File: src/rtl/reg_file_pkg.sv
// Shared types and constants for the multi-port register file.
package reg_file_pkg;

  typedef enum logic {RF_CLEAR, RF_READY} rf_state_e;

  localparam int unsigned RF_ZERO_ADDR = 0;

endpackage

File: src/rtl/reg_file_scoreboard.sv
// Pending-write tracker: one bit per register, set on issue, cleared by writeback, looked up per
// read port with the same latency as the read data.
module reg_file_scoreboard
  import reg_file_pkg::*;
#(
  parameter int unsigned FILE_DEPTH = 32,
  parameter int unsigned NUM_RD     = 2,
  parameter int unsigned NUM_WR     = 1,
  parameter int unsigned REG_OUTPUT = 0,
  parameter int unsigned ADDR_WIDTH = $clog2(FILE_DEPTH)
) (
  input  logic                         clk,
  input  logic                         reset,
  input  logic                         clearing,
  input  logic                         issue_en,
  input  logic [ADDR_WIDTH-1:0]        issue_addr,
  input  logic [NUM_RD*ADDR_WIDTH-1:0] rd_addr,
  input  logic [NUM_WR-1:0]            wr_en,
  input  logic [NUM_WR*ADDR_WIDTH-1:0] wr_addr,
  output logic [NUM_RD-1:0]            rd_pending
);

  logic [FILE_DEPTH-1:0] pend_q, pend_d;
  logic [NUM_RD-1:0]     look;

  // Issue is applied after writeback clears so a same-cycle set wins.
  always_comb begin
    pend_d = pend_q;
    for (int w = 0; w < NUM_WR; w++) begin
      if (wr_en[w]) pend_d[wr_addr[w*ADDR_WIDTH +: ADDR_WIDTH]] = 1'b0;
    end
    if (issue_en && issue_addr != ADDR_WIDTH'(RF_ZERO_ADDR)) pend_d[issue_addr] = 1'b1;
    if (clearing) pend_d = '0;
  end

  always_ff @(posedge clk or posedge reset) begin
    if (reset) pend_q <= '0;
    else       pend_q <= pend_d;
  end

  always_comb begin
    look = '0;
    for (int p = 0; p < NUM_RD; p++) begin
      logic [ADDR_WIDTH-1:0] ra;
      logic                  hit;
      ra  = rd_addr[p*ADDR_WIDTH +: ADDR_WIDTH];
      hit = 1'b0;
      for (int w = 0; w < NUM_WR; w++) begin
        if (wr_en[w] && wr_addr[w*ADDR_WIDTH +: ADDR_WIDTH] == ra) hit = 1'b1;
      end
      look[p] = pend_q[ra] & ~hit & ~clearing;
    end
  end

  if (REG_OUTPUT != 0) begin : g_reg
    logic [NUM_RD-1:0] look_q;
    always_ff @(posedge clk or posedge reset) begin
      if (reset) look_q <= '0;
      else       look_q <= look;
    end
    assign rd_pending = clearing ? '0 : look_q;
  end else begin : g_comb
    assign rd_pending = look;
  end

endmodule

File: src/rtl/reg_file_mp.sv
// Multi-port RV32 integer register file with write-to-read bypass and a zeroing sweep after reset.
// Define REG_FILE_SCOREBOARD_EN to add issue tracking ports (i_issue_en, i_issue_addr, o_rd_pending).
module reg_file_mp
  import reg_file_pkg::*;
#(
  parameter  int unsigned REG_WIDTH  = 32,
  parameter  int unsigned FILE_DEPTH = 32,
  parameter  int unsigned NUM_RD     = 2,
  parameter  int unsigned NUM_WR     = 1,
  parameter  int unsigned REG_OUTPUT = 0,
  localparam int unsigned ADDR_WIDTH = $clog2(FILE_DEPTH)
) (
  input  logic                         i_clk,
  input  logic                         i_reset,
  input  logic                         i_clear,
  output logic                         o_ready,
`ifdef REG_FILE_SCOREBOARD_EN
  input  logic                         i_issue_en,
  input  logic [ADDR_WIDTH-1:0]        i_issue_addr,
  output logic [NUM_RD-1:0]            o_rd_pending,
`endif
  input  logic [NUM_RD*ADDR_WIDTH-1:0] i_rd_addr,
  output logic [NUM_RD*REG_WIDTH-1:0]  o_rd_data,
  input  logic [NUM_WR-1:0]            i_wr_en,
  input  logic [NUM_WR*ADDR_WIDTH-1:0] i_wr_addr,
  input  logic [NUM_WR*REG_WIDTH-1:0]  i_wr_data
);

  rf_state_e             state_q;
  logic [ADDR_WIDTH-1:0] cnt_q;
  logic                  ready_q;
  logic [REG_WIDTH-1:0]  regs_q [FILE_DEPTH];
  logic                  clearing;
  logic [NUM_WR-1:0]     wr_act;

  assign clearing = (state_q == RF_CLEAR);
  assign wr_act   = clearing ? '0 : i_wr_en;
  assign o_ready  = ready_q;

  always_ff @(posedge i_clk or posedge i_reset) begin
    if (i_reset) begin
      state_q <= RF_CLEAR;
      cnt_q   <= '0;
      ready_q <= 1'b0;
    end else begin
      unique case (state_q)
        RF_CLEAR: begin
          cnt_q <= cnt_q + 1'b1;
          if (cnt_q == ADDR_WIDTH'(FILE_DEPTH - 1)) begin
            state_q <= RF_READY;
            ready_q <= 1'b1;
          end
        end
        RF_READY: begin
          if (i_clear) begin
            state_q <= RF_CLEAR;
            cnt_q   <= '0;
            ready_q <= 1'b0;
          end
        end
      endcase
    end
  end

  // Storage has no reset; the sweep zeroes it. Later write ports override earlier ones.
  always_ff @(posedge i_clk) begin
    if (clearing) begin
      regs_q[cnt_q] <= '0;
    end else begin
      for (int w = 0; w < NUM_WR; w++) begin
        if (i_wr_en[w] && i_wr_addr[w*ADDR_WIDTH +: ADDR_WIDTH] != ADDR_WIDTH'(RF_ZERO_ADDR)) begin
          regs_q[i_wr_addr[w*ADDR_WIDTH +: ADDR_WIDTH]] <= i_wr_data[w*REG_WIDTH +: REG_WIDTH];
        end
      end
    end
  end

  for (genvar p = 0; p < NUM_RD; p++) begin : g_rd
    logic [ADDR_WIDTH-1:0] ra;
    logic [REG_WIDTH-1:0]  val;

    assign ra = i_rd_addr[p*ADDR_WIDTH +: ADDR_WIDTH];

    always_comb begin
      val = regs_q[ra];
      for (int w = 0; w < NUM_WR; w++) begin
        if (wr_act[w] && i_wr_addr[w*ADDR_WIDTH +: ADDR_WIDTH] == ra) begin
          val = i_wr_data[w*REG_WIDTH +: REG_WIDTH];
        end
      end
      if (clearing || ra == ADDR_WIDTH'(RF_ZERO_ADDR)) val = '0;
    end

    if (REG_OUTPUT != 0) begin : g_reg
      logic [REG_WIDTH-1:0] val_q;
      always_ff @(posedge i_clk or posedge i_reset) begin
        if (i_reset) val_q <= '0;
        else         val_q <= val;
      end
      assign o_rd_data[p*REG_WIDTH +: REG_WIDTH] = clearing ? '0 : val_q;
    end else begin : g_comb
      assign o_rd_data[p*REG_WIDTH +: REG_WIDTH] = val;
    end
  end

`ifdef REG_FILE_SCOREBOARD_EN
  reg_file_scoreboard #(
    .FILE_DEPTH (FILE_DEPTH),
    .NUM_RD     (NUM_RD),
    .NUM_WR     (NUM_WR),
    .REG_OUTPUT (REG_OUTPUT),
    .ADDR_WIDTH (ADDR_WIDTH)
  ) u_scoreboard (
    .clk        (i_clk),
    .reset      (i_reset),
    .clearing   (clearing),
    .issue_en   (i_issue_en),
    .issue_addr (i_issue_addr),
    .rd_addr    (i_rd_addr),
    .wr_en      (wr_act),
    .wr_addr    (i_wr_addr),
    .rd_pending (o_rd_pending)
  );
`endif

endmodule

File: config.mk
export PLATFORM = sky130hd
export DESIGN_NAME = reg_file_mp
export DESIGN_NICKNAME = d
export VERILOG_FILES = /design/src/rtl/reg_file_pkg.sv /design/src/rtl/reg_file_scoreboard.sv /design/src/rtl/reg_file_mp.sv
export SDC_FILE = /design/constraint.sdc
export NUM_CORES = 1
export LEC_CHECK = 0
export ABC_AREA = 0
export BUFFER_PORTS_ARGS = -buffer_cell sky130_fd_sc_hd__buf_4
export CORE_ASPECT_RATIO = 1.5
export CORE_MARGIN = 10
export CORE_UTILIZATION = 30
export CTS_CLUSTER_DIAMETER = 100
export DETAILED_ROUTE_END_ITERATION = 8
export HOLD_SLACK_MARGIN = 0.05
export PLACE_DENSITY_LB_ADDON = 0.15
export SKIP_CTS_REPAIR_TIMING = 1
export SYNTH_ARGS = -nofsm -noshare
export SYNTH_HDL_FRONTEND = slang
export SYNTH_SLANG_ARGS = --single-unit
File: constraint.sdc
create_clock -name i_clk -period 3.2 [get_ports i_clk]
set_input_delay 0.16 -clock i_clk [delete_from_list [all_inputs] [get_ports i_clk]]
set_output_delay 0.16 -clock i_clk [all_outputs]
set_load 0.02 [all_outputs]
**Yosys cells after proc, flatten, opt, wreduce, memory -nomap -nowiden**

Memories as Yosys holds them, arrays and structs flattened.
Index checks and enable logic that the tools add are counted.

- Register bits: 7
- Bits in writable memories: 1024
- Input port bits: 51
- Output and inout port bits: 65
- Logic and storage cells: 41
- Memories kept: 1

- $add $sub $neg: 1
- Equality and inequality tests: 5
- Mux-type cells: 20
- Bitwise operators: 1
- Reduce and logical (&&, ||, !) cells: 10

Memory list:

| name | depth | width | rd ports | clocked after memory_dff | wr ports | line | RTL |
|---|---|---|---|---|---|---|---|
| regs_q | 32 | 32 | 2 | 0 | 1 | reg_file_mp.sv:32 | `logic [REG_WIDTH-1:0] regs_q [FILE_DEPTH];` |

Operators with widths:

| cell | number |
|---|---|
| two-way mux 32 bit | 5 |
| OR reduction 32 bit | 1 |
| equality test 5 bit | 2 |
| logical NOT 5 bit | 2 |
| two-way mux 1 bit | 10 |
| two-way mux 5 bit | 2 |
| case mux 5 bit (2 select lines) | 1 |
| adder 5 x 1 -> 5 bit (second input constant) | 1 |
| equality test 5 bit (second input constant) | 1 |
| nonzero test 5 bit | 1 |
| case mux 1 bit (2 select lines) | 2 |
| logical AND 1 bit | 3 |
| logical OR 1 bit | 2 |
| != test 2 x 1 -> 1 bit (second input constant) | 1 |
| != test 2 bit (second input constant) | 1 |
| AND reduction 2 bit | 1 |
| inverter 1 bit | 1 |

**Logic depth before layout (Yosys ltp)**

- Depth after elaboration: 7
- Mapped depth: 9

**Least setup slack after synthesis**

No wires, ideal clock.

- Kind: input to register
- Start point: input i_wr_addr[3]
- End point: memory regs_q[10][0], enable pin
- Arrival: 2.880 ns
- Data required time: 2.779 ns
- Slack: -0.101 ns
- Stages: 7
- Buffers on the path: 2
- Cells stage by stage: buf_4 or4_4 o21a_4 buf_6 nor3b_2 o21ai_0 nor2_1

- Word-level cells in the longest chain between the ends: 7
- Elaborated cells between the ends (all ways): 8
- Classes of those cells: mux (5); reduce/logical (3)

RTL lines:

| what | line | RTL |
|---|---|---|
| start: declaration | reg_file_mp.sv:25 | `input logic [NUM_WR*ADDR_WIDTH-1:0] i_wr_addr,` |
| nonzero test 5 bit | reg_file_mp.sv:71 | `if (i_wr_en[w] && i_wr_addr[w*ADDR_WIDTH +: ADDR_WIDTH] != ADDR_WIDTH'(RF_ZERO_ADDR)) begin` |
| logical AND 1 bit | reg_file_mp.sv:71 |  |
| two-way mux 1 bit | reg_file_mp.sv:71 |  |
| two-way mux 1 bit | reg_file_mp.sv:67 | `if (clearing) begin` |
| two-way mux 1 bit (not written as such) | reg_file_mp.sv:72 | `regs_q[i_wr_addr[w*ADDR_WIDTH +: ADDR_WIDTH]] <= i_wr_data[w*REG_WIDTH +: REG_WIDTH];` |
| OR reduction 32 bit (no source line) | n/a |  |
| two-way mux 5 bit (no source line) / two-way mux 1 bit (equally long branches) | n/a |  |
| end: declaration | reg_file_mp.sv:32 |  |

Several ways; a longest one is shown, not always the timed one.

**Final worst setup path**

- Start point: register state_q
- End point: output o_rd_data[36]

- Word-level cells in the longest chain between the ends: 4
- Elaborated cells between the ends (all ways): 6
- Classes of those cells: mux (3); bitwise (1); reduce/logical (2)

RTL lines:

| what | line | RTL |
|---|---|---|
| start: declaration | reg_file_mp.sv:29 | `rf_state_e state_q;` |
| start signal: assignment | reg_file_mp.sv:42 | `state_q <= RF_CLEAR;` |
| start signal: assignment | reg_file_mp.sv:50 | `state_q <= RF_READY;` |
| start signal: assignment | reg_file_mp.sv:56 | `state_q <= RF_CLEAR;` |
| two-way mux 1 bit | reg_file_mp.sv:37 | `assign wr_act = clearing ? '0 : i_wr_en;` |
| logical AND 1 bit | reg_file_mp.sv:87 | `if (wr_act[w] && i_wr_addr[w*ADDR_WIDTH +: ADDR_WIDTH] == ra) begin` |
| two-way mux 32 bit | reg_file_mp.sv:87 |  |
| two-way mux 32 bit * | reg_file_mp.sv:91 | `if (clearing \|\| ra == ADDR_WIDTH'(RF_ZERO_ADDR)) val = '0;` |
| end: declaration | reg_file_mp.sv:23 | `output logic [NUM_RD*REG_WIDTH-1:0] o_rd_data,` |

Every way passes the cells marked *; elsewhere a longest branch is shown, timed or not.

==> out/metrics.csv <==
metric,value,unit
grt.total_usage,19.6,%
drc,0,
setup_viol,0,
nets,3010,
synth_ff_type,edfxtp_1,
syn_area,49200,um^2
grt_start_max_net_pins,50,
hpwl,113000,um
tritoncts,yes,
final_cell_mix,"1024 x edfxtp_1, 358 x mux4_2, 313 x mux2i_1, 261 x buf_4, 124 x a221oi_1",
drt-pass1-iter-count,6,
crit_type,register to output port,
ys_ff_latch,1031,
clock-sinks,1031,
final_core_util,35.5,%
drv_slew,0,
rsz0062_at_grt,false,
r2r_slack,0.37,ns
wire_per_inst,34.9,um
drtIter0Drc,2743,
overflow,0,
layout_min_cycle_time,3.07,ns
finalHoldViolCount,0,
place_ws,0.177,ns
antenna_left,0,
vias_per_cell,5.82,
core_area,164000,um^2
num-fill-cells,15235,
die_area,181000,um^2
rows,182,
wirelength,180000,um
clock.fmax,325,MHz
clock_latency,0.73,ns
top_level_ports,116,
die_width,351,um
clock_path_buffers,3,
dpl_cell_area,54300,um^2
fin_cells,5164,
synth_fp_nets,2797,
cp_max_fo,20,
htreeDepth,3,
relSlewSlack,10.6,%
worst_setup_path_start_kind,register,
start_util,30.1,%
maxCapViolCount,0,
ys_seq_area_share,62.8,%
p_total,36.7,mW
ir_drop,0.000437,V
status,completed,
grt_first_pass_wirelength,251000,um
leakagePower,19.8,nW
final_common_cell,edfxtp_1,
arrival,2.91,ns
vias,30032,
crit_required,3.04,ns
antenna_found_initial,7,
hold_ws,0.140,ns
dieHeight,516,um
min_path_type,input pin to register,
setup_ws,0.127,ns
place.gp.congestion,0.805,
portBuffers,115,
cts_root_buf,clkbuf_16,
drive_gt1_share,31.2,%
worst_pin_slew,1.34,ns
end_kind,output port,
synth_area_per_cell,17.9,um^2
grt_pass1_vias,32307,
tns,0,ns
yosys_warnings,0,
skew,0.0227,ns
dpl.cell_count,4957,
cts_inserted_buffers,108,
synth_cells,2744,
synth_edf_count,1024,
yosysUniqueCellTypes,54,
finalCritPeriodShare,96.0,%
stdcell_area,58000,um^2
async_flop_share,0.679,%
clk_pin_slew,0.06,ns
powerDensity,633,nW/um^2
synthToLayoutAreaGrowth,17.8,%
-- logic make-up after synthesis --
family          Yosys count  share of synthesized area [%]
flops                  1031                           62.8
mux                     706                           23.6
fa+ha+maj                 2                         0.0508
buf+inv                 242                           2.63
simple gates            159                           1.73
compound gates          594                           9.04
xor+xnor                 10                          0.178
-- sequential cells by signal (all words and copies together) (netlist names) --
register  flops
cnt_q         5
state_q       1
o_ready       1
regs_q     1024
-- synthesized netlist by cell type (3+ instances only) --
master	count	share of area (%)
a211o_1	62	1.1
a211oi_1	63	0.96
a21o_1	3	0.046
a21oi_1	94	0.96
a221oi_1	124	2.2
a22oi_1	93	1.4
a31oi_1	33	0.42
and2_1	32	0.41
buf_1	5	0.038
buf_2	80	0.81
buf_4	35	0.53
buf_6	21	0.48
clkbuf_1	93	0.71
dfrtp_1	7	0.36
edfxtp_1	1024	62
inv_1	8	0.061
mux2_2	34	0.78
mux2i_1	313	6.4
mux4_2	358	16
nand2_1	22	0.17
nand2b_1	5	0.064
nor2_1	42	0.32
nor2b_1	35	0.44
nor3_1	3	0.030
nor3b_1	3	0.046
o211ai_1	3	0.046
o21ai_0	9	0.091
o21bai_1	62	0.95
o221ai_1	32	0.57
o22ai_1	3	0.038
o31ai_1	3	0.046
xnor2_1	8	0.14
-- per-layer routing --
metal | up-vias | routed length, um | track usage (%)
met2 | 1217 | 96100 | 36.1
met4 | 6 | 8660 | 9.03
li1 | 12250 | - | -
met3 | 351 | 9110 | 2.81
met5 | - | 39 | 0
met1 | 16208 | 66300 | 22.2
-- worst max-delay path, stage by stage, from the launching register on --
cell and delay (ns):
dfrtp_1 0.36, buf_6 0.20, clkinvlp_4 0.17, nor3_2 0.26
o31ai_4 0.12, buf_4 0.16, buf_4 0.20, a211oi_1 0.26
a211o_1 0.25, buf_4 0.18
-- power by group --
group | leakage, nW | switching (mW) | internal [mW]
Clock | 1.74 | 5.51 | 7.51
Sequential | 9.78 | 0.651 | 16.5
Combinational | 8.32 | 4.20 | 2.38
Total | 19.8 | 10.4 | 26.3
-- area by class of cell --
class	instances	area, um^2	share of cell area (%)
Clock buffer	130	2830	4.88
Antenna cell	2	5.00	0.00863
Inverter	8	33.8	0.0583
Timing Repair Buffer	337	3400	5.86
Sequential cell	1031	30900	53.3
Tap cell	2116	2650	4.57
Clock inverter	69	774	1.34
Multi-Input combinational cell	1471	17400	30.0
-- final timing paths --
check	cells after the start	from	endpoint
hold / removal	4	i_wr_data[30]	regs_q[21][30]
setup reg to reg	6	state_q	regs_q[11][23]
max in group asynchronous	4	i_reset	cnt_q[4]
hold reg to reg	2	o_ready	o_ready
setup / recovery	9	state_q	o_rd_data[36]
min in group asynchronous	4	i_reset	o_ready
(Power assumes the default switching activity.)
